--- src/rtl/path_player.sv ---
`default_nettype none
// ============================================================================
// Module      : path_player
// Description : Solved-path playback responder. On a read_start request it
//               replays the walk from the start cell, draining one direction
//               per move from a first-word-fall-through queue and presenting
//               each visited cell on a valid/ready port, held for at least
//               STEP_CYCLES cycles. Pulses read_path_finished when the queue
//               runs dry, then waits for read_start to fall before re-arming.
// Ports       : clk, rst (async, active-high)
//               read_start          - show-phase level request
//               queue_empty/dout    - FWFT path queue head (2-bit direction)
//               dequeue             - pop queue head at this edge
//               out_x/out_y         - current cell
//               out_valid/out_ready - cell handshake
//               step_count          - moves replayed (saturating)
//               wrap_err            - sticky coordinate wrap flag
//               read_path_finished  - one-cycle completion pulse
// Revision    : 1.0 - initial release
// ============================================================================
module path_player #(
    parameter int X_W         = 4,
    parameter int Y_W         = 4,
    parameter int START_X     = 0,
    parameter int START_Y     = 0,
    parameter int STEP_CYCLES = 1,
    parameter int CNT_W       = 8
) (
    input  logic             clk,
    input  logic             rst,
    input  logic             read_start,
    input  logic             queue_empty,
    input  logic [1:0]       queue_dout,
    output logic             dequeue,
    output logic [X_W-1:0]   out_x,
    output logic [Y_W-1:0]   out_y,
    output logic             out_valid,
    input  logic             out_ready,
    output logic [CNT_W-1:0] step_count,
    output logic             wrap_err,
    output logic             read_path_finished
);

    localparam logic [X_W-1:0]   START_XV = X_W'(START_X);
    localparam logic [Y_W-1:0]   START_YV = Y_W'(START_Y);
    localparam logic [X_W-1:0]   X_MAX    = '1;
    localparam logic [Y_W-1:0]   Y_MAX    = '1;
    localparam logic [CNT_W-1:0] CNT_MAX  = '1;

    // Hold counter counts 0 .. STEP_CYCLES-2 while in HOLD. Sized to at
    // least one bit so the logic stays legal when HOLD is unreachable.
    localparam int              HOLD_W      = (STEP_CYCLES > 2) ? $clog2(STEP_CYCLES) : 1;
    localparam int              HOLD_LAST_I = (STEP_CYCLES > 2) ? (STEP_CYCLES - 2) : 0;
    localparam logic [HOLD_W-1:0] HOLD_LAST = HOLD_LAST_I[HOLD_W-1:0];

    typedef enum logic [2:0] {
        S_IDLE    = 3'd0,
        S_EMIT    = 3'd1,
        S_HOLD    = 3'd2,
        S_FETCH   = 3'd3,
        S_FINISH  = 3'd4,
        S_RELEASE = 3'd5
    } state_t;

    state_t            state;
    state_t            state_nxt;
    logic              load_start;
    logic              hold_done;
    logic [HOLD_W-1:0] hold_cnt;
    logic [X_W-1:0]    x_nxt;
    logic [Y_W-1:0]    y_nxt;
    logic              wrap_nxt;

    assign hold_done = (hold_cnt == HOLD_LAST);

    // ------------------------------------------------------------------
    // State register
    // ------------------------------------------------------------------
    always_ff @(posedge clk or posedge rst) begin
        if (rst) begin
            state <= S_IDLE;
        end else begin
            state <= state_nxt;
        end
    end

    // ------------------------------------------------------------------
    // Next-state and state-decoded outputs
    // ------------------------------------------------------------------
    always_comb begin
        state_nxt          = state;
        load_start         = 1'b0;
        dequeue            = 1'b0;
        out_valid          = 1'b0;
        read_path_finished = 1'b0;
        case (state)
            S_IDLE: begin
                if (read_start) begin
                    load_start = 1'b1;
                    state_nxt  = S_EMIT;
                end
            end
            S_EMIT: begin
                out_valid = 1'b1;
                if (!read_start) begin
                    state_nxt = S_IDLE;
                end else if (out_ready) begin
                    state_nxt = (STEP_CYCLES > 1) ? S_HOLD : S_FETCH;
                end
            end
            S_HOLD: begin
                if (!read_start) begin
                    state_nxt = S_IDLE;
                end else if (hold_done) begin
                    state_nxt = S_FETCH;
                end
            end
            S_FETCH: begin
                // The pop is gated by read_start so an abort in FETCH never
                // consumes a queue entry.
                if (!read_start) begin
                    state_nxt = S_IDLE;
                end else if (queue_empty) begin
                    state_nxt = S_FINISH;
                end else begin
                    dequeue   = 1'b1;
                    state_nxt = S_EMIT;
                end
            end
            S_FINISH: begin
                read_path_finished = 1'b1;
                state_nxt          = S_RELEASE;
            end
            S_RELEASE: begin
                if (!read_start) begin
                    state_nxt = S_IDLE;
                end
            end
            default: begin
                state_nxt = S_IDLE;
            end
        endcase
    end

    // ------------------------------------------------------------------
    // Next cell from the head direction; wrap flags a modulo rollover
    // ------------------------------------------------------------------
    always_comb begin
        x_nxt    = out_x;
        y_nxt    = out_y;
        wrap_nxt = 1'b0;
        case (queue_dout)
            2'b00: begin
                x_nxt    = out_x + X_W'(1);
                wrap_nxt = (out_x == X_MAX);
            end
            2'b01: begin
                y_nxt    = out_y - Y_W'(1);
                wrap_nxt = (out_y == '0);
            end
            2'b10: begin
                x_nxt    = out_x - X_W'(1);
                wrap_nxt = (out_x == '0);
            end
            default: begin
                y_nxt    = out_y + Y_W'(1);
                wrap_nxt = (out_y == Y_MAX);
            end
        endcase
    end

    // ------------------------------------------------------------------
    // Hold counter: free-cleared outside HOLD so every HOLD entry starts at 0
    // ------------------------------------------------------------------
    always_ff @(posedge clk or posedge rst) begin
        if (rst) begin
            hold_cnt <= '0;
        end else if (state == S_HOLD) begin
            hold_cnt <= hold_cnt + HOLD_W'(1);
        end else begin
            hold_cnt <= '0;
        end
    end

    // ------------------------------------------------------------------
    // Cell position, move counter and sticky wrap flag
    // ------------------------------------------------------------------
    always_ff @(posedge clk or posedge rst) begin
        if (rst) begin
            out_x      <= START_XV;
            out_y      <= START_YV;
            step_count <= '0;
            wrap_err   <= 1'b0;
        end else if (load_start) begin
            out_x      <= START_XV;
            out_y      <= START_YV;
            step_count <= '0;
            wrap_err   <= 1'b0;
        end else if (dequeue) begin
            out_x    <= x_nxt;
            out_y    <= y_nxt;
            wrap_err <= wrap_err | wrap_nxt;
            if (step_count != CNT_MAX) begin
                step_count <= step_count + CNT_W'(1);
            end
        end
    end

endmodule
`default_nettype wire

--- config.mk ---
export PLATFORM = sky130hd
export DESIGN_NAME = path_player
export DESIGN_NICKNAME = d
export VERILOG_FILES = /design/src/rtl/path_player.sv
export SDC_FILE = /design/constraint.sdc
export NUM_CORES = 1
export LEC_CHECK = 0
export CAP_MARGIN = 20
export CORE_UTILIZATION = 55
export DETAILED_ROUTE_END_ITERATION = 10
export HOLD_SLACK_MARGIN = 0.02
export PLACE_DENSITY = 0.86
export SETUP_SLACK_MARGIN = 0.1
export SLEW_MARGIN = 25
export SYNTH_ARGS = -nofsm -noshare
export SYNTH_HDL_FRONTEND = slang
export SYNTH_SLANG_ARGS = --single-unit
--- constraint.sdc ---
create_clock -name clk -period 5 [get_ports clk]
set_clock_uncertainty 0.15 [all_clocks]
set_input_delay 1.25 -clock clk [delete_from_list [all_inputs] [get_ports clk]]
set_output_delay 1.25 -clock clk [all_outputs]
set_load 0.01 [all_outputs]
Yosys cells after proc, flatten, opt, wreduce, memory -nomap -nowiden
Index checks and enable logic that the tools add are counted.
Widths: inputs -> output; s select.
Operators by class
  mux-type cells: 29
  reduce and logical (&&, ||, !) cells: 12
  add/sub/neg operators: 6
  bitwise logic cells: 1
  equal/unequal tests: 15
Operator list (number)
  $mux 3: 8
  $mux 8: 3
  $pmux 3 s6: 1
  $mux 4: 4
  $pmux 4 s2: 2
  $mux 1: 10
  $add 4x1->4 const B: 2
  $add 8x1->8 const B: 1
  $eq 4x4->1 const B: 2
  $logic_not 4->1: 2
  $ne 8x8->1 const B: 1
  $sub 4x1->4 const B: 2
  $eq 3x2->1 const B: 2
  $eq 3x3->1 const B: 2
  $ne 3x3->1 const B: 2
  $reduce_and 2->1: 3
  $ne 2x2->1 const B: 2
  $reduce_and 4->1: 1
  $reduce_bool 2->1: 2
  $eq 3x1->1 const B: 1
  $logic_not 3->1: 1
  $pmux 1 s3: 1
  $reduce_bool 3->1: 1
  $eq 2x1->1 const B: 1
  6 further kinds: 6
Storage, ports and cells
  output and inout port bits: 20
  input port bits: 7
  word-level logic and storage cells: 69
  register bits after elaboration: 21

Longest topological paths before layout
  depth after elaboration: 5
  gate-level depth with buffers: 8
  depth with buffers taken out: 8

Worst setup path before layout
No wires, ideal clock.
  path type: input -> output
  start point: in queue_empty
  end point: out dequeue
  arrival: 1737 ps
  setup slack: 1863 ps
  required time: 3600 ps
  path buffers: 0
  stages: 3
  cell sequence: nor3b_4 -> nand3_4 -> inv_1
On the way
  longest elaborated chain between the ends: 3
RTL lines
  from (decl): RTL line 32  | input logic queue_empty,
  $mux 1: RTL line 123  | end else if (queue_empty) begin
  $mux 1: RTL line 121  | if (!read_start) begin
  $mux 1: RTL line 96  | case (state)
  to (decl): RTL line 34  | output logic dequeue,
No other way between the ends.

Final worst setup path
Ends and elaborated chain as after synthesis.

==> results.md <==
- Post-CTS Setup Bufs: 0
- Final Cycle Share: between 80% and 90%
- Worst endpoint required time: roughly 3.6 ns
- Critical Path Sink Type: output port
- # hold bufs at CTS: 0
- Critical path class: primary input to output port
- Endpoints failing setup: 0
- Share of the yosys chip area belonging to registers: about 37%
- Hold Fails Final Rpt: 0
- Reg2Reg Depth: 5
- Area growth, synth to finish: 19.3%
- Synth cell types: 42
- Syn nets: around 170
- DRC: 0
- Power density over the cells: roughly 250 nW/um^2
- Hold Path Class: register to register
- Slew Limit Fails: 0
- Setup total negative slack: 0 ns
- CTS tree: yes
- Netlist Area Pre-Place: 1420 sq um
- Detail Route Antenna Nets: 0
- Later-pin clock latency in the skew report: 0.31 ns
- Clock transition at path regs: 0.11 ns
- Largest net degree at the start of global routing: 22
- Ys async rst share: 100%
- WP data arrival: 2.80 ns
- Startpoint class of the critical path: primary input
- DP Worst Slack: between 0.8 and 0.9 ns
- RSZ-0062 raised after global routing: false
- Max Cap Viol: 0
- Via density per instance: between 5 and 6
- Total gr overflow: 0
- CTS Root Cell: clkbuf_4
- Core area: 2450 sq um
- 1st-iter DRT viols: 34
- Initial antenna violation count: 0
- Top post-synthesis cells by count: dfrtp_1, inv_1, nand3_1
- Mapped Cells: about 150
- Routability cong.: around 0.76
- Pleak: ~0.73 nW
- CTS Buf Count: 3
- Worst Setup Slack, final: ~0.80 ns
- Initial Utilization: 57.8%
- Yosys reg bits: 21
- I/O Pins: 27
- Top cell type's share of synthesized area: between 30% and 40%
- Synthesized area per cell: approximately 9.4 sq um
- HPWL Detailed: between 2000 and 2500 um
- First-pass GRT wire length: between 4000 and 5000 um
- PortBufs: 26
- Nets@finish: just under 200
- Synth top area cells: dfrtp_1, ha_1, nand3_1
- Slew margin rel.: roughly 48%
- Worst hold stages: 1
- Outcome: completed
- Die Ht: 52.8 um
- Row count: 18
- Final min period: roughly 4.2 ns
- Worst-margin pin slew: just under 0.8 ns
- N_diodes: 0
- Number of global-route vias before repair: ~1.1k
- Routed WL: around 2800 um
- Layout cells sized above 1: approximately 7.4%
- # clock sinks: 21
- Cts repair resizes: 0
- Peak supply drop: about 0.00025 V
- H-tree levels: 1
- Prevailing post-synth register cell: dfrtp_1
- Area leader, netlist: dfrtp_1
- Most frequent cell after synthesis: dfrtp_1
- Yosys warns: 0
- Drt wl/cell: about 14 um
- Max Buffers Root-to-Sink: 2
- Fmax: ~0.24 GHz
- Die W: 52.8 um
- Via count: between 1k and 1.5k
- Pre-antenna DRT Iters: 4
- Die area: ~2800 sq um
- Total Routing Usage GR: around 23%
- Crit path max fanout: 10
- Post-synth EDFFs: 0
## per-layer routing
layer	vias up	global-route usage [%]	routed length (um)
li1	595	-	-
met1	587	27.9	1210
met2	37	39.7	1430
met3	7	3.48	121
met4	0	9.21	55
met5	-	0	0
## registers in the layout, summed over array words and instances, names as in the netlist
signal / flops
wrap_err: 1
step_count: 8
out_x: 4
hold_cnt: 1
state: 3
out_y: 4
## cells in the final DEF (no fill, tap or decap), types with 2 or more instances in the layout
| cell type | count |
|---|---|
| clkdlybuf4s50_1 | 26 |
| dfrtp_1 | 21 |
| inv_1 | 13 |
| nand3_1 | 13 |
| ha_1 | 11 |
| o21ai_0 | 10 |
| a21oi_1 | 10 |
| nand2_1 | 8 |
| nor2_1 | 8 |
| nand4_1 | 4 |
| a21o_1 | 4 |
| mux2i_1 | 3 |
| xor2_1 | 3 |
| clkbuf_4 | 3 |
| or3_1 | 2 |
| or4b_2 | 2 |
| o22ai_1 | 2 |
| a221oi_1 | 2 |
| nand2b_1 | 2 |
| nor3_1 | 2 |
| and3_1 | 2 |
| nor2b_1 | 2 |
| a31o_2 | 2 |
| xnor2_1 | 2 |
| nor3b_1 | 2 |
## worst paths after layout
kind / to / slack [ns] / startpoint
worst min register to register: hold_cnt / 0.30 / hold_cnt
worst max-delay path: dequeue / 0.80 / queue_empty
max in group asynchronous: out_y[2] / 2.99 / rst
worst max register to register: out_y[3] / 2.93 / state[0]
worst min-delay path: hold_cnt / 0.30 / hold_cnt
min in group asynchronous: state[0] / 1.22 / rst
## area by class of cell
type | count | area [sq um]
multi-input cells | 111 | 796
clock buffers | 4 | 26.3
fillers | 193 | 761
repair buffers | 26 | 260
flip-flops and latches | 21 | 526
inverters | 13 | 48.8
well taps | 30 | 37.5
## power by group
| part | switching, mW | total [mW] | internal [mW] |
|---|---|---|---|
| registers | 0.0244 | 0.212 | 0.187 |
| clock network | 0.0505 | 0.0817 | 0.0312 |
| logic | 0.0620 | 0.128 | 0.0664 |
| total | 0.137 | 0.422 | 0.285 |
## through the flow
| stage | hold WS (ns) | instance area, sq um | total power, mW | instances | utilization, % |
|---|---|---|---|---|---|
| after detailed placement | 0.290 | 1670 | 0.344 | 201 | 67.9 |
| after floorplan | 0.259 | 1420 | 0.293 | 151 | - |
| after global placement | 0.275 | 1670 | 0.340 | 201 | 67.9 |
| final | 0.301 | 1690 | 0.422 | 205 | 69.0 |
| after global routing | 0.328 | 1690 | 0.449 | 205 | 69.0 |
| after CTS | 0.305 | 1690 | 0.426 | 205 | 69.0 |
## cell families after synthesis
group	share of synthesized area (%)
buffers and inverters	6.96
XOR/XNOR	3.08
multiplexers	2.91
flip-flops	37.0
adder cells (fa/ha/maj)	9.69
AO/OA/AOI/OAI	17.9
AND/OR/NAND/NOR	22.5
## worst max-delay path, cell delays in order
cell and delay, ns:
clkdlybuf4s50_1 0.47, nor3b_4 0.27, nand3_4 0.16, inv_1 0.11, clkdlybuf4s50_1 0.53
Power figures use the tool's default switching activity.
